$ cat src/rtl/bpred_counter_table.sv
// Branch-prediction table of saturating counters with registered predict ports,
// a 2-stage read-modify-write update pipeline, optional gshare indexing and a self-init sweep.
module bpred_counter_table #(
    parameter int unsigned DPT    = 64,
    parameter int unsigned CNTW   = 2,
    parameter int unsigned RSTVAL = 2 ** (CNTW - 1),
    parameter int unsigned NRP    = 2,
    parameter int unsigned GHW    = 0,
    parameter int unsigned BYPASS = 1,
    localparam int unsigned ADW   = $clog2(DPT),
    localparam int unsigned GHRW  = (GHW > 0) ? GHW : 1
) (
    input  logic                 clk,
    input  logic                 aresetn,
    input  logic                 i_init,
    output logic                 o_busy,
    input  logic [NRP-1:0]       i_rden,
    input  logic [NRP*ADW-1:0]   i_raddr,
    output logic [NRP*CNTW-1:0]  o_rdata,
    output logic [NRP-1:0]       o_ptaken,
    input  logic                 i_upd_en,
    input  logic [ADW-1:0]       i_upd_addr,
    input  logic [GHRW-1:0]      i_upd_ghr,
    input  logic                 i_upd_taken,
    output logic [GHRW-1:0]      o_ghr
);

    localparam logic [CNTW-1:0] RST_C   = CNTW'(RSTVAL);
    localparam logic [CNTW-1:0] CNT_MAX = {CNTW{1'b1}};
    localparam logic [ADW-1:0]  GMASK   = (GHW > 0) ? {ADW{1'b1}} : {ADW{1'b0}};
    localparam logic [ADW-1:0]  LAST_IX = ADW'(DPT - 1);

    typedef enum logic {S_INIT, S_RUN} state_e;

    state_e                      state_q, state_d;
    logic                        busy_q;
    logic [ADW-1:0]              cnt_q, cnt_d;
    logic [GHRW-1:0]             ghr_q, ghr_d;
    logic                        u2_vld_q, u2_vld_d;
    logic [ADW-1:0]              u2_idx_q, u2_idx_d;
    logic [CNTW-1:0]             u2_old_q, u2_old_d;
    logic                        u2_tkn_q, u2_tkn_d;
    logic [NRP-1:0][CNTW-1:0]    rdata_q, rdata_d;
    logic [NRP-1:0][ADW-1:0]     rd_idx_c;
    logic [CNTW-1:0]             u2_new_c;
    logic [ADW-1:0]              upd_idx_c;
    logic                        busy_c;

    logic [CNTW-1:0]             mem [DPT];

    function automatic logic [CNTW-1:0] sat_step(input logic [CNTW-1:0] old, input logic taken);
        logic [CNTW-1:0] res;
        res = old;
        if (taken && old != CNT_MAX) begin
            res = old + CNTW'(1);
        end else if (!taken && old != '0) begin
            res = old - CNTW'(1);
        end
        return res;
    endfunction

    assign busy_c    = (state_q == S_INIT);
    assign u2_new_c  = sat_step(u2_old_q, u2_tkn_q);
    assign upd_idx_c = i_upd_addr ^ (ADW'(i_upd_ghr) & GMASK);

    // Sweep/run control and U1 stage; leaving RUN drops any update that would enter U2
    always_comb begin
        state_d  = state_q;
        cnt_d    = cnt_q;
        ghr_d    = ghr_q;
        u2_vld_d = 1'b0;
        u2_idx_d = u2_idx_q;
        u2_old_d = u2_old_q;
        u2_tkn_d = u2_tkn_q;
        unique case (state_q)
            S_INIT: begin
                cnt_d = cnt_q + ADW'(1);
                if (cnt_q == LAST_IX) begin
                    state_d = S_RUN;
                end
            end
            S_RUN: begin
                if (i_init) begin
                    state_d = S_INIT;
                    cnt_d   = '0;
                    ghr_d   = '0;
                end else if (i_upd_en) begin
                    u2_vld_d = 1'b1;
                    u2_idx_d = upd_idx_c;
                    u2_tkn_d = i_upd_taken;
                    // Forward the in-flight result so back-to-back updates compound
                    u2_old_d = (u2_vld_q && u2_idx_q == upd_idx_c) ? u2_new_c : mem[upd_idx_c];
                    if (GHW > 0) begin
                        ghr_d = GHRW'({ghr_q, i_upd_taken});
                    end
                end
            end
            default: state_d = S_INIT;
        endcase
    end

    // Predict read ports
    always_comb begin
        rdata_d  = rdata_q;
        rd_idx_c = '0;
        for (int p = 0; p < NRP; p++) begin
            rd_idx_c[p] = i_raddr[p*ADW +: ADW] ^ (ADW'(ghr_q) & GMASK);
            if (i_rden[p]) begin
                if (busy_c) begin
                    rdata_d[p] = RST_C;
                end else if (BYPASS != 0 && u2_vld_q && u2_idx_q == rd_idx_c[p]) begin
                    rdata_d[p] = u2_new_c;
                end else begin
                    rdata_d[p] = mem[rd_idx_c[p]];
                end
            end
        end
    end

    always_ff @(posedge clk or negedge aresetn) begin
        if (!aresetn) begin
            state_q  <= S_INIT;
            busy_q   <= 1'b1;
            cnt_q    <= '0;
            ghr_q    <= '0;
            u2_vld_q <= 1'b0;
            u2_idx_q <= '0;
            u2_old_q <= '0;
            u2_tkn_q <= 1'b0;
            rdata_q  <= {NRP{RST_C}};
        end else begin
            state_q  <= state_d;
            busy_q   <= (state_d == S_INIT);
            cnt_q    <= cnt_d;
            ghr_q    <= ghr_d;
            u2_vld_q <= u2_vld_d;
            u2_idx_q <= u2_idx_d;
            u2_old_q <= u2_old_d;
            u2_tkn_q <= u2_tkn_d;
            rdata_q  <= rdata_d;
        end
    end

    // Storage has no reset; the sweep owns the write port while busy
    always_ff @(posedge clk) begin
        if (busy_c) begin
            mem[cnt_q] <= RST_C;
        end else if (u2_vld_q) begin
            mem[u2_idx_q] <= u2_new_c;
        end
    end

    always_comb begin
        o_ptaken = '0;
        for (int p = 0; p < NRP; p++) begin
            o_ptaken[p] = rdata_q[p][CNTW-1];
        end
    end

    assign o_rdata = rdata_q;
    assign o_busy  = busy_q;
    assign o_ghr   = ghr_q;

endmodule

$ cat config.mk
export PLATFORM = sky130hd
export DESIGN_NAME = bpred_counter_table
export DESIGN_NICKNAME = d
export VERILOG_FILES = /design/src/rtl/bpred_counter_table.sv
export SDC_FILE = /design/constraint.sdc
export NUM_CORES = 1
export LEC_CHECK = 0
export BUFFER_PORTS_ARGS = -buffer_cell sky130_fd_sc_hd__buf_2
export CAP_MARGIN = 15
export CELL_PAD_IN_SITES_DETAIL_PLACEMENT = 1
export CELL_PAD_IN_SITES_GLOBAL_PLACEMENT = 2
export CORE_ASPECT_RATIO = 1.1
export CORE_MARGIN = 3
export CORE_UTILIZATION = 42
export DETAILED_ROUTE_END_ITERATION = 16
export PLACE_DENSITY_LB_ADDON = 0.1
export SLEW_MARGIN = 25
export SYNTH_ARGS = -nofsm -noshare
export SYNTH_HDL_FRONTEND = slang
export SYNTH_SLANG_ARGS = --single-unit
$ cat constraint.sdc
create_clock -name clk -period 3.8 [get_ports clk]
set_clock_uncertainty 0.2 [all_clocks]
set_input_delay 0 -clock clk [delete_from_list [all_inputs] [get_ports clk]]
set_output_delay 0 -clock clk [all_outputs]
set_load 0.05 [all_outputs]
# ---- After elaboration in Yosys (flattened, before gate mapping)
# Memories as Yosys holds them, arrays and structs flattened. A register that Yosys moved wholly into a read port is not among the register bits.
# Cells that the tools add are included.
dict set report totals {
  regBits 20
  ramBits 128
  in_bits 26
  out_inout_bits 8
  wordCells 50
  n_memories 1
}
dict set report classes {
  n_addsub 3
  eq_ne 5
  n_mux 21
  bitwise_logic 3
  n_reduce_logical 9
}
# memory words word_bits read_ports rd_ports_with_merged_regs wr line
set mem_list {}
lappend mem_list {mem 64 2 3 1 1 49} ;# logic [CNTW-1:0] mem [DPT];
# cell n
set op_table {}
lappend op_table {{2-bit 2-to-1 mux} 7}
lappend op_table {{6-bit equality test} 2}
lappend op_table {{6-bit 2-to-1 mux} 2}
lappend op_table {{6-bit one-hot mux with 2 select lines} 1}
lappend op_table {{1-bit 2-to-1 mux} 10}
lappend op_table {{6-bit by 1-bit adder with 6-bit output (second input constant)} 1}
lappend op_table {{6-bit equality test (second input constant)} 1}
lappend op_table {{1-bit logical AND} 4}
lappend op_table {{2-bit inequality test (second input constant)} 2}
lappend op_table {{1-bit inverter} 3}
lappend op_table {{3-bit AND reduction} 1}
lappend op_table {{2-bit by 1-bit adder with 2-bit output (second input constant)} 1}
lappend op_table {{1-bit zero test} 2}
lappend op_table {{1-bit one-hot mux with 2 select lines} 1}
lappend op_table {{2-bit nonzero test} 1}
lappend op_table {{2-bit OR reduction} 1}
lappend op_table {{2-bit by 1-bit subtractor with 2-bit output (second input constant)} 1}

# ---- Logic depth before layout (Yosys ltp)
dict set report logic_depth {
  depth_word 6
  mapped_depth 9
  mapped_depth_nobuf 7
}

# ---- Worst setup path before layout
# No wires, ideal clock.
dict set report synth_path {
  kind {register to register}
  from {reg u2_old_q[0] (read register of mem)}
  to {mem mem[0][0], data pin}
  setup_time_ns 0.505
  arrival_ns 2.402
  t_required_ns 3.095
  slack_ns 0.693
  stages_incl_launch_ff 5
  path_buffers 0
  period_less_slack_ns 3.107
  path_cell_list {dfrtp_1 -> ha_1 -> mux2i_1 -> xnor2_1 -> nor2_1}
}
dict set report synth_between {
  elab_chain_len 5
  word_cells_on_any_way 9
  cone_classes {2 x add/sub; 1 x eq/ne; 3 x mux; 3 x reduce/logical}
}
# item line
set synth_lines {}
lappend synth_lines {{from (decl)} 41} ;# logic [CNTW-1:0] u2_old_q, u2_old_d;
lappend synth_lines {{branches (longest 3 deep; another with 2-bit by 1-bit subtractor with 2-bit output)} -}
lappend synth_lines {{2-bit 2-to-1 mux (*)} 54} ;# if (taken && old != CNT_MAX) begin
lappend synth_lines {{2-bit 2-to-1 mux (no line) (*)} -}
lappend synth_lines {{to (decl)} 49}
# Mark *: on every way between the ends.

# ---- Worst setup path after layout
dict set report layout_path {
  from {reg state_q}
  to {reg u2_idx_q[4]}
}
dict set report layout_between {
  elab_chain_len 1
}
# item line
set layout_lines {}
lappend layout_lines {{from (decl)} 35} ;# state_e state_q, state_d;
lappend layout_lines {{from (signal assigned)} 132} ;# state_q <= state_d;
lappend layout_lines {{3-bit AND reduction (no line)} -}
lappend layout_lines {{to (signal assigned)} 137} ;# u2_idx_q <= u2_idx_d;
lappend layout_lines {{to (decl)} 40} ;# logic [ADW-1:0] u2_idx_q, u2_idx_d;
# Every way passes these cells.
# A chain may end at the register's enable or synchronous reset.

==> impl_metrics.ini <==
[yosys]
synth_top_area_frac = 0.431
netlist_instances = 650
synth_common_cells = 128 x edfxtp_1, 100 x mux4_2, 78 x nor2_1
synth_area_um2 = 8920
synth_cell_types = 57
post-synth-top-count-cell = edfxtp_1
postSynth.asyncResetShare = 0.147
synth_ff_type = edfxtp_1
ys_seq_area_frac = 0.493
synth_edf_count = 128
synth_seq_cells = 150
synth_area_per_cell_um2 = 13.7
yosysTopAreaCell = edfxtp_1
synth_warnings = 0
synthTopCellsByArea = edfxtp_1 43%, mux4_2 25%, dfrtp_1 5.3%
syn_nets = 679

[final_layout]
syn2layout_area_growth_pct = 13.4
design_area_um2 = 10100
nNetsFinal = 714
seqCellArea_um2 = 4400
drive_above_1_share = 0.277
layout.cells.non_filler = 983
multi_input_area_um2 = 4210
insertedDiodeCount = 0
filler_cell_count = 2071

[global_routing]
grt_pass1_vias = 6680
grt_max_degree = 66
antenna_found_initial = 0
grt.total_usage = 0.259
grt_pass1_wl_um = 44100
grt_overflow = 0

[cts]
cts.repair.resized = 0
h-tree-depth = 4
cts-root-buf = clkbuf_16
ctsHoldBuffers = 19
worstSkewPairLatency_ps = 430
path_clk_slew_ps = 70
postCtsSetupRepairBufs = 0
cts_buffer_depth = 2
numCtsBuffers = 17
clock_sinks = 150
cts_tree = yes

[timing]
finalCritPeriodShare = 0.793
setup_violations = 0
finalHoldViolCount = 0
slew_headroom = 0.362
fin_crit_ps = 3010
drv_slew = 0
layout_setup_ws_ps = 787
final.setup.tns_ps = 0
rsz0062_at_grt = no
maxClockFrequency_ghz = 0.332
worstMarginPinSlew_ps = 957

[placement]
globalplace.congestion = 0.854
dp_slack_ps = 864
port_buffers = 31
dp_cells = 932
post-dp-hpwl_um = 20500
dpl_cell_area_um2 = 9340

[critical_path]
setup.worst_path.start_class = flop
cp.arrival_ps = 3120
critPathRequiredTime_ps = 3910
crit_top_cell = nand2_1
cp_max_fo = 12
end_kind = flop
path_buf_inv = 4
cp_slowest_cell = dlygate4sd3_1
slowest_delay_ps = 560
worstSetupPathType = flop to flop
path_delay_family = buffers and inverters
cp_cell_sequence = buf_4 > inv_1 > nor2_1 > nand2_1 > clkinv_1 > nand2_1 > nand2_1 > dlygate4sd3_1

[drt]
drt_iter0_drc = 490
wire_per_inst_um = 29.8
wl_um = 29300
drc = 0
vias = 6221
first_pass_iters = 5
ant_nets = 0
post_drt_via_cell_ratio = 6.33

[pwr]
power.density_nw_per_um2 = 530
ir_worst_vdd_v = 0.000283
leakage_nw = 3.29

[floorplan]
num_io_pins = 34
row_count = 55
core_area_um2 = 20700
dieHeight_um = 159
die_width_um = 145
initial_utilization = 0.431
die_area_um2 = 23000

[run_status]
status = complete, no violations

[worst_hold_path]
hp-class = primary input to flop

[flow_run]
drv_cap = 0
==> cells in the final DEF, fill, tap and decap left out, drive strengths merged, types with 8 or more instances in the layout <==
master	n
inv	15
xnor2	11
nor2b	8
mux2i	25
nand2	65
nand3	17
clkbuf	18
edfxtp	128
o21ai	13
dfrtp	19
a22oi	8
nor2	78
xor2	11
dlygate4sd3	18
a21oi	9
mux4	100
buf	53
==> kinds of logic after synthesis <==
logic type               synth area share
AND/OR/NAND/NOR                     0.103
flip-flops                          0.493
multiplexers                        0.287
AO/OA/AOI/OAI                      0.0547
buffers and inverters              0.0365
XOR/XNOR                           0.0216
adder cells (fa/ha/maj)           0.00421
other                            0.000420
==> final cells by class <==
class	instances	area share
Clock buffer	18	0.0424
Tap cell	285	0.0352
Clock inverter	14	0.0172
Inverter	12	0.00445
Multi-Input combinational cell	433	0.416
Timing Repair Buffer	71	0.0504
Sequential cell	150	0.434
==> where the power goes <==
part	internal [mW]	switching [mW]
Clock	1.04	0.741
Sequential	1.96	0.247
Combinational	0.530	0.846
==> sequential cells by signal, summed over array words and instances (netlist names) <==
| register | count |
|---|---|
| u2_idx_q | 6 |
| o_rdata | 2 |
| cnt_q | 6 |
| o_ptaken | 2 |
| u2_vld_q | 1 |
| mem | 128 |
| state_q | 1 |
| u2_old_q | 2 |
| o_busy | 1 |
| u2_tkn_q | 1 |
==> metrics by stage <==
step	power, mW	utilization	hold slack (ps)
after floorplan	3.02	-	-496
after global placement	3.52	0.451	-200
after detailed placement	3.57	0.451	-190
after CTS	5.38	0.489	19.3
after global routing	5.60	0.489	66.9
final	5.36	0.489	9.44
==> worst register-to-register path, delay by kind of cell (launching register included) <==
| family | cells | cell delay (ps) |
|---|---|---|
| buf+inv | 4 | 1410 |
| simple gates | 4 | 760 |
| flops | 1 | 520 |
==> layer usage <==
metal  part of all wire  up-vias  track usage
met5                  0        -            0
met4              0.023        0       0.0734
met3              0.064       46       0.0619
met2               0.49      225        0.427
met1               0.42     3320        0.346
li1                   -     2630            -
==> path summary, 6_finish.rpt <==
| kind | start | to | slack (ps) | cells past startpoint |
|---|---|---|---|---|
| max | state_q | u2_idx_q[4] | 790 | 8 |
| min | i_upd_addr[0] | u2_idx_q[0] | 9 | 3 |
| max reg2reg | state_q | u2_idx_q[4] | 790 | 8 |
| min reg2reg | o_rdata[0] | o_rdata[0] | 360 | 2 |
| max in group asynchronous | aresetn | u2_idx_q[5] | 2490 | 4 |
| min in group asynchronous | aresetn | o_busy | 440 | 3 |
No activity file was read; power rests on OpenSTA's default activity.
